[src/rtl/avalon_master_arbiter_if.sv]
// avalon_master_arbiter_if: Avalon-MM master bus bundle.
// The master drives address/read/write/writedata; the slave answers.
interface avalon_master_arbiter_if #(
  parameter int ADDR_W = 32,
  parameter int DATA_W = 32
);
  logic [ADDR_W-1:0] master_address;
  logic              master_read;
  logic              master_write;
  logic [DATA_W-1:0] master_writedata;
  logic              master_waitrequest;
  logic [DATA_W-1:0] master_readdata;
  logic              master_readdatavalid;

  modport master (
    output master_address,
    output master_read,
    output master_write,
    output master_writedata,
    input  master_waitrequest,
    input  master_readdata,
    input  master_readdatavalid
  );

  modport slave (
    input  master_address,
    input  master_read,
    input  master_write,
    input  master_writedata,
    output master_waitrequest,
    output master_readdata,
    output master_readdatavalid
  );
endinterface

[src/rtl/avalon_master_arbiter.sv]
// avalon_master_arbiter: round-robin share of one Avalon-MM master
// between a read client and a write client, one word in flight.
module avalon_master_arbiter #(
  parameter int ADDR_W    = 32,
  parameter int DATA_W    = 32,
  parameter int LEN_W     = 4,
  parameter int ADDR_STEP = 4
) (
  input  logic              clk,
  input  logic              rst,
  input  logic              rd_req_i,
  input  logic [ADDR_W-1:0] rd_addr_i,
  input  logic [LEN_W-1:0]  rd_len_i,
  output logic              rd_grant_o,
  output logic [DATA_W-1:0] rd_data_o,
  output logic              rd_data_valid_o,
  output logic              rd_done_o,
  input  logic              wr_req_i,
  input  logic [ADDR_W-1:0] wr_addr_i,
  input  logic [LEN_W-1:0]  wr_len_i,
  input  logic [DATA_W-1:0] wr_data_i,
  output logic              wr_grant_o,
  output logic              wr_data_ack_o,
  output logic              wr_done_o,
  output logic              busy_o,
  avalon_master_arbiter_if.master bus
);
  typedef enum logic [1:0] {
    IDLE, RD_ADDR, RD_DATA, WR_ADDR
  } state_e;

  localparam logic [ADDR_W-1:0] STEP =
    ADDR_W'(ADDR_STEP);

  state_e            state_q;
  logic              last_wr_q;
  logic [ADDR_W-1:0] base_q;
  logic [LEN_W-1:0]  rem_q;
  logic [LEN_W-1:0]  idx_q;
  logic [DATA_W-1:0] rd_data_q;
  logic              rd_valid_q;
  logic              rd_done_q;
  logic              wr_done_q;

  logic             idle;
  logic             gnt_rd;
  logic             gnt_wr;
  logic [LEN_W-1:0] len_sel;

  // Tie goes to whichever client was not served last.
  assign idle   = (state_q == IDLE) && !rst;
  assign gnt_rd = idle && rd_req_i
               && (!wr_req_i || last_wr_q);
  assign gnt_wr = idle && wr_req_i
               && (!rd_req_i || !last_wr_q);
  assign len_sel = gnt_rd ? rd_len_i : wr_len_i;

  assign rd_grant_o      = gnt_rd;
  assign wr_grant_o      = gnt_wr;
  assign rd_data_o       = rd_data_q;
  assign rd_data_valid_o = rd_valid_q;
  assign rd_done_o       = rd_done_q;
  assign wr_done_o       = wr_done_q;
  assign busy_o          = state_q != IDLE;

  assign bus.master_read  = state_q == RD_ADDR;
  assign bus.master_write = state_q == WR_ADDR;
  assign bus.master_writedata =
    (state_q == WR_ADDR) ? wr_data_i : '0;
  assign bus.master_address =
    base_q + ADDR_W'(idx_q) * STEP;
  assign wr_data_ack_o = (state_q == WR_ADDR)
                      && !bus.master_waitrequest;

  always_ff @(posedge clk) begin
    if (rst) begin
      state_q    <= IDLE;
      last_wr_q  <= 1'b1;
      base_q     <= '0;
      rem_q      <= '0;
      idx_q      <= '0;
      rd_data_q  <= '0;
      rd_valid_q <= 1'b0;
      rd_done_q  <= 1'b0;
      wr_done_q  <= 1'b0;
    end else begin
      rd_valid_q <= 1'b0;
      rd_done_q  <= 1'b0;
      wr_done_q  <= 1'b0;
      unique case (state_q)
        IDLE: begin
          if (gnt_rd || gnt_wr) begin
            base_q    <= gnt_rd ? rd_addr_i
                                : wr_addr_i;
            rem_q     <= len_sel;
            idx_q     <= '0;
            last_wr_q <= gnt_wr;
            // Empty jobs complete without touching the bus.
            if (len_sel == '0) begin
              rd_done_q <= gnt_rd;
              wr_done_q <= gnt_wr;
            end else begin
              state_q <= gnt_rd ? RD_ADDR
                                : WR_ADDR;
            end
          end
        end
        RD_ADDR: begin
          if (!bus.master_waitrequest)
            state_q <= RD_DATA;
        end
        RD_DATA: begin
          if (bus.master_readdatavalid) begin
            rd_data_q  <= bus.master_readdata;
            rd_valid_q <= 1'b1;
            rem_q      <= rem_q - LEN_W'(1);
            idx_q      <= idx_q + LEN_W'(1);
            if (rem_q == LEN_W'(1)) begin
              rd_done_q <= 1'b1;
              state_q   <= IDLE;
            end else begin
              state_q <= RD_ADDR;
            end
          end
        end
        WR_ADDR: begin
          if (!bus.master_waitrequest) begin
            rem_q <= rem_q - LEN_W'(1);
            idx_q <= idx_q + LEN_W'(1);
            if (rem_q == LEN_W'(1)) begin
              wr_done_q <= 1'b1;
              state_q   <= IDLE;
            end
          end
        end
        default: state_q <= IDLE;
      endcase
    end
  end
endmodule
[src/flat_wrapper.sv]
// flat-port wrapper written by rule: the top's interface ports become plain ports
module avalon_master_arbiter_flat 
#(
  parameter int ADDR_W    = 32,
  parameter int DATA_W    = 32,
  parameter int LEN_W     = 4,
  parameter int ADDR_STEP = 4
)
  (clk, rst, rd_req_i, rd_addr_i, rd_len_i, rd_grant_o, rd_data_o, rd_data_valid_o, rd_done_o, wr_req_i, wr_addr_i, wr_len_i, wr_data_i, wr_grant_o, wr_data_ack_o, wr_done_o, busy_o, bus_master_address, bus_master_read, bus_master_write, bus_master_writedata, bus_master_waitrequest, bus_master_readdata, bus_master_readdatavalid);
  avalon_master_arbiter_if #(.ADDR_W(ADDR_W), .DATA_W(DATA_W)) bus_i ();
  input  logic clk;
  input  logic rst;
  input  logic rd_req_i;
  input  logic [ADDR_W-1:0] rd_addr_i;
  input  logic [LEN_W-1:0] rd_len_i;
  output logic rd_grant_o;
  output logic [DATA_W-1:0] rd_data_o;
  output logic rd_data_valid_o;
  output logic rd_done_o;
  input  logic wr_req_i;
  input  logic [ADDR_W-1:0] wr_addr_i;
  input  logic [LEN_W-1:0] wr_len_i;
  input  logic [DATA_W-1:0] wr_data_i;
  output logic wr_grant_o;
  output logic wr_data_ack_o;
  output logic wr_done_o;
  output logic busy_o;
  output wire logic [$bits(bus_i.master_address)-1:0] bus_master_address;
  output wire logic [$bits(bus_i.master_read)-1:0] bus_master_read;
  output wire logic [$bits(bus_i.master_write)-1:0] bus_master_write;
  output wire logic [$bits(bus_i.master_writedata)-1:0] bus_master_writedata;
  input wire logic [$bits(bus_i.master_waitrequest)-1:0] bus_master_waitrequest;
  input wire logic [$bits(bus_i.master_readdata)-1:0] bus_master_readdata;
  input wire logic [$bits(bus_i.master_readdatavalid)-1:0] bus_master_readdatavalid;
  assign bus_master_address = bus_i.master_address;
  assign bus_master_read = bus_i.master_read;
  assign bus_master_write = bus_i.master_write;
  assign bus_master_writedata = bus_i.master_writedata;
  assign bus_i.master_waitrequest = bus_master_waitrequest;
  assign bus_i.master_readdata = bus_master_readdata;
  assign bus_i.master_readdatavalid = bus_master_readdatavalid;
  avalon_master_arbiter #(.ADDR_W(ADDR_W), .DATA_W(DATA_W), .LEN_W(LEN_W), .ADDR_STEP(ADDR_STEP)) u_core (.clk(clk), .rst(rst), .rd_req_i(rd_req_i), .rd_addr_i(rd_addr_i), .rd_len_i(rd_len_i), .rd_grant_o(rd_grant_o), .rd_data_o(rd_data_o), .rd_data_valid_o(rd_data_valid_o), .rd_done_o(rd_done_o), .wr_req_i(wr_req_i), .wr_addr_i(wr_addr_i), .wr_len_i(wr_len_i), .wr_data_i(wr_data_i), .wr_grant_o(wr_grant_o), .wr_data_ack_o(wr_data_ack_o), .wr_done_o(wr_done_o), .busy_o(busy_o), .bus(bus_i));
endmodule
[config.mk]
export PLATFORM = sky130hd
export DESIGN_NAME = avalon_master_arbiter_flat
export DESIGN_NICKNAME = d
export VERILOG_FILES = /design/src/rtl/avalon_master_arbiter_if.sv /design/src/rtl/avalon_master_arbiter.sv /design/src/flat_wrapper.sv
export SDC_FILE = /design/constraint.sdc
export NUM_CORES = 1
export LEC_CHECK = 0
export CAP_MARGIN = 20
export CORE_ASPECT_RATIO = 1.5
export CORE_MARGIN = 2
export CORE_UTILIZATION = 41
export CTS_CLUSTER_SIZE = 20
export DETAILED_ROUTE_END_ITERATION = 6
export PLACE_DENSITY = 0.87
export SETUP_SLACK_MARGIN = 0.02
export SYNTH_ARGS = -nofsm -noshare
export SYNTH_HDL_FRONTEND = slang
export SYNTH_SLANG_ARGS = --single-unit
[constraint.sdc]
create_clock -name clk -period 3.7 [get_ports clk]
set_input_delay 0.555 -clock clk [delete_from_list [all_inputs] [get_ports clk]]
set_output_delay 0.555 -clock clk [all_outputs]
set_load 0.01 [all_outputs]
==> key figures <==
Outcome
  – Status: finished clean

Synth
  – Cell Area, Synth: 4160 sq um
  – Mapped Cells: between 500 and 600
  – Seq cells post-synth: 78
  – Net Count, Synth: 707
  – Most frequent cell after synthesis: nand2_1
  – Post-synth EDFFs: 0
  – Synth area leaders: dfxtp_1 (38%), nand2_1 (14%), a311oi_1 (6.9%)
  – Syn_area_per_cell: about 7.5 sq um
  – Ys flop type: dfxtp_1
  – Sequential area share after synthesis: 0.375
  – Top cell type's share of synthesized area: 0.375
  – Largest area contributor in the netlist: dfxtp_1
  – Syn. warnings: 0
  – Ys async rst share: 0
  – Post-synth cell types: 47
  – Top cells by count, synth: nand2_1 (150), dfxtp_1 (78), nor2_1 (50), a21oi_1 (42), and2_1 (36)

Layout
  – Register area: 1560 sq um
  – Final-layout fill cell count: 796
  – Share of layout cells above drive strength 1: 0.0421
  – Area of the multi-input gates: around 2400 sq um
  – Area growth from synthesis to layout: 68.8%
  – Layout Nets: slightly above 900
  – ANT cells: 0

Setup path
  – Crit path depth: 10
  – Critical path's top delay family: buffers and inverters
  – Crit end category: output pin
  – Critical Path Source: u_core.idx_q[0]
  – CP required: approximately 3100 ps
  – CP Cell Sequence: ha_1 > fa_1 > a21o_1 > a21oi_1 > buf_4 > nor4_1 > buf_4 > nand4_1 > xnor2_1 > clkdlybuf4s50_1
  – Slowest-stage cell, CP: clkdlybuf4s50_1
  – Worst setup endpoint: bus_master_address[26]
  – CP Buf/Inv Count: 3
  – R2R cell count: 5
  – Worst R2R Start: u_core.state_q[0]
  – CP Launch Type: flop
  – Most used cell, CP: buf_4
  – FF-to-FF setup slack: around 1100 ps
  – Reg-to-Reg End: u_core.rem_q[0]
  – Crit path DAT: between 2000 and 3000 ps
  – CP max FO: 7
  – Slowest cell delay on critical path: 560 ps
  – Critical path class: reg -> out

Drt
  – Routed len/inst: approximately 17 microns
  – First-pass DRT Iterations: 5
  – Drt drc: 0
  – DR iter-0 viols: 172
  – Total Wirelength: around 15 mm
  – Vias per inst: ~5.3
  – DRT antenna net count: 0
  – Routed via count: between 4000 and 5000

Clocking
  – Clk root buf: clkbuf_16
  – Sink Count: 78
  – CTS resizes: 0
  – Post-CTS Setup Bufs: 0
  – CTS tree: built
  – Clock transition at path regs: ~60 ps
  – H-tree Lvls: 3
  – Post-CTS Hold Fix Bufs: 0
  – Clock buffer count from CTS: 9
  – Clock Tree Buf Depth: 2
  – Latest clock arrival within the worst-skew pair: ~340 ps

Place
  – Port bufs: 246
  – HPWL after detailed placement: approximately 11 mm
  – GPL Wtd Cong: just over 0.9
  – Setup WS pre-CTS: ~570 ps

GRT
  – First-pass GRT wire length: approximately 24 mm
  – Gr usage total: 0.270
  – Vias in the first global route: ~4900
  – Largest net degree at the start of global routing: slightly below 60
  – Remaining Overflow, GRT: 0
  – Initial antenna violation count: 0

Power
  – Total power: roughly 3600 uW
  – Worst IR Drop VDD: between 300 and 400 uV
  – Leakage power: around 0.0026 uW
  – PwrDens: 513 nW/um^2

STA
  – Endpoints failing hold: 0
  – Final setup fails: 0
  – Max Slew Vio Count: 0
  – Setup WS post-layout: roughly 160 ps
  – Setup TNS: 0 ps
  – Worst slew pin tran: just over 900 ps
  – RSZ-0062 raised after global routing: no
  – Final min period: about 3500 ps
  – Final Skew: 5.75 ps
  – Fin Hold WS: roughly 450 ps
  – Relative slew slack: 0.379
  – Final Cycle Share: 0.957
  – Max frequency: about 280 MHz

Floorplanning
  – # IOs: 247
  – Die X-Extent: 86.3 microns
  – Die Ht: 127 microns
  – Rows: between 40 and 50
  – Starting density of the core: 0.415
  – Die area: approximately 11000 sq um
  – Area of the core: about 10000 sq um

Flow run
  – Number of max-cap violations: 0

Hold path
  – Class of the worst hold path: reg -> reg
## power by group
| group | switching (uW) | leakage [uW] | internal, uW |
|---|---|---|---|
| Combinational | 787 | 0.00182 | 769 |
| Sequential | 148 | 0.000637 | 993 |
| Clock | 358 | 0.000151 | 548 |
| Total | 1290 | 0.00260 | 2310 |
## how the worst min path moves through the flow
stage / start / endpoint / slack [ps] / depth (start not counted)
3_3_place_gp: u_core.rd_data_o[11] / u_core.rd_data_o[11] / 440 / 2
4_1_cts: u_core.rd_data_o[6] / u_core.rd_data_o[6] / 450 / 2
5_1_grt: u_core.rd_data_o[21] / u_core.rd_data_o[21] / 480 / 2
6_report: u_core.rd_data_o[6] / u_core.rd_data_o[6] / 450 / 2
2_1_floorplan: u_core.last_wr_q / u_core.last_wr_q / 450 / 1
3_5_place_dp: u_core.rd_data_o[6] / u_core.rd_data_o[6] / 450 / 2
## worst min-delay path, cell delays in order (launching register included)
cell,delay [ps]
dfxtp_1,310
nand2_1,50
a21oi_1,50
## layout make-up
| type | instances | share of cell area |
|---|---|---|
| clock inverters | 5 | 0.00926 |
| flip-flops and latches | 78 | 0.222 |
| clock buffers | 11 | 0.0345 |
| repair buffers | 256 | 0.364 |
| inverters | 6 | 0.00320 |
| well taps | 117 | 0.0208 |
| multi-input cells | 428 | 0.346 |
## flip-flops by register name (all words and copies together) (netlist names)
name	count
u_core.rd_data_o	32
u_core.state_q	2
u_core.base_q	32
u_core.last_wr_q	1
u_core.rd_data_valid_o	1
u_core.idx_q	4
u_core.rd_done_o	1
u_core.wr_done_o	1
u_core.rem_q	4
## logic make-up (layout without fill, tap and decap cells)
| family | after synthesis | in the layout | share of synthesized area |
|---|---|---|---|
| and+or+nand+nor | 286 | 286 | 0.311 |
| xor gates and xnor gates | 28 | 28 | 0.0589 |
| muxes | 5 | 5 | 0.0132 |
| adders and majority gates | 13 | 13 | 0.0409 |
| AOI/OAI and AO/OA | 96 | 96 | 0.157 |
| DFF | 78 | 78 | 0.375 |
| buffers and inverters | 46 | 278 | 0.0439 |
## layout by cell type (no fill, tap or decap), types with 4 or more instances in the layout
cell type	n
inv_1	5
ha_1	12
nand4_1	7
xnor2_1	20
nor2_1	50
xor2_1	8
buf_4	8
a311oi_1	33
and2_1	36
nand3_1	17
nand2_1	150
mux2_2	4
a21oi_1	42
dfxtp_1	78
clkbuf_16	9
clkdlybuf4s50_1	245
## routing by layer
| layer | wire (microns) | share of wire | global-route usage | vias to the layer above |
|---|---|---|---|---|
| li1 | - | - | - | 2344 |
| met1 | 5390 | 0.36 | 0.285 | 2185 |
| met2 | 8090 | 0.54 | 0.499 | 191 |
| met3 | 1110 | 0.073 | 0.0730 | 32 |
| met4 | 459 | 0.031 | 0.110 | 0 |
| met5 | 0 | 0 | 0 | - |
## metrics by stage
step / area, sq um / utilization / instances
CTS: 6980 / 0.696 / 899
global route: 7030 / 0.701 / 901
global placement: 6670 / 0.665 / 883
finish: 7030 / 0.701 / 901
detailed placement: 6670 / 0.665 / 883
floorplan: 4160 / - / 552
No activity file was read; power rests on OpenSTA's default activity.
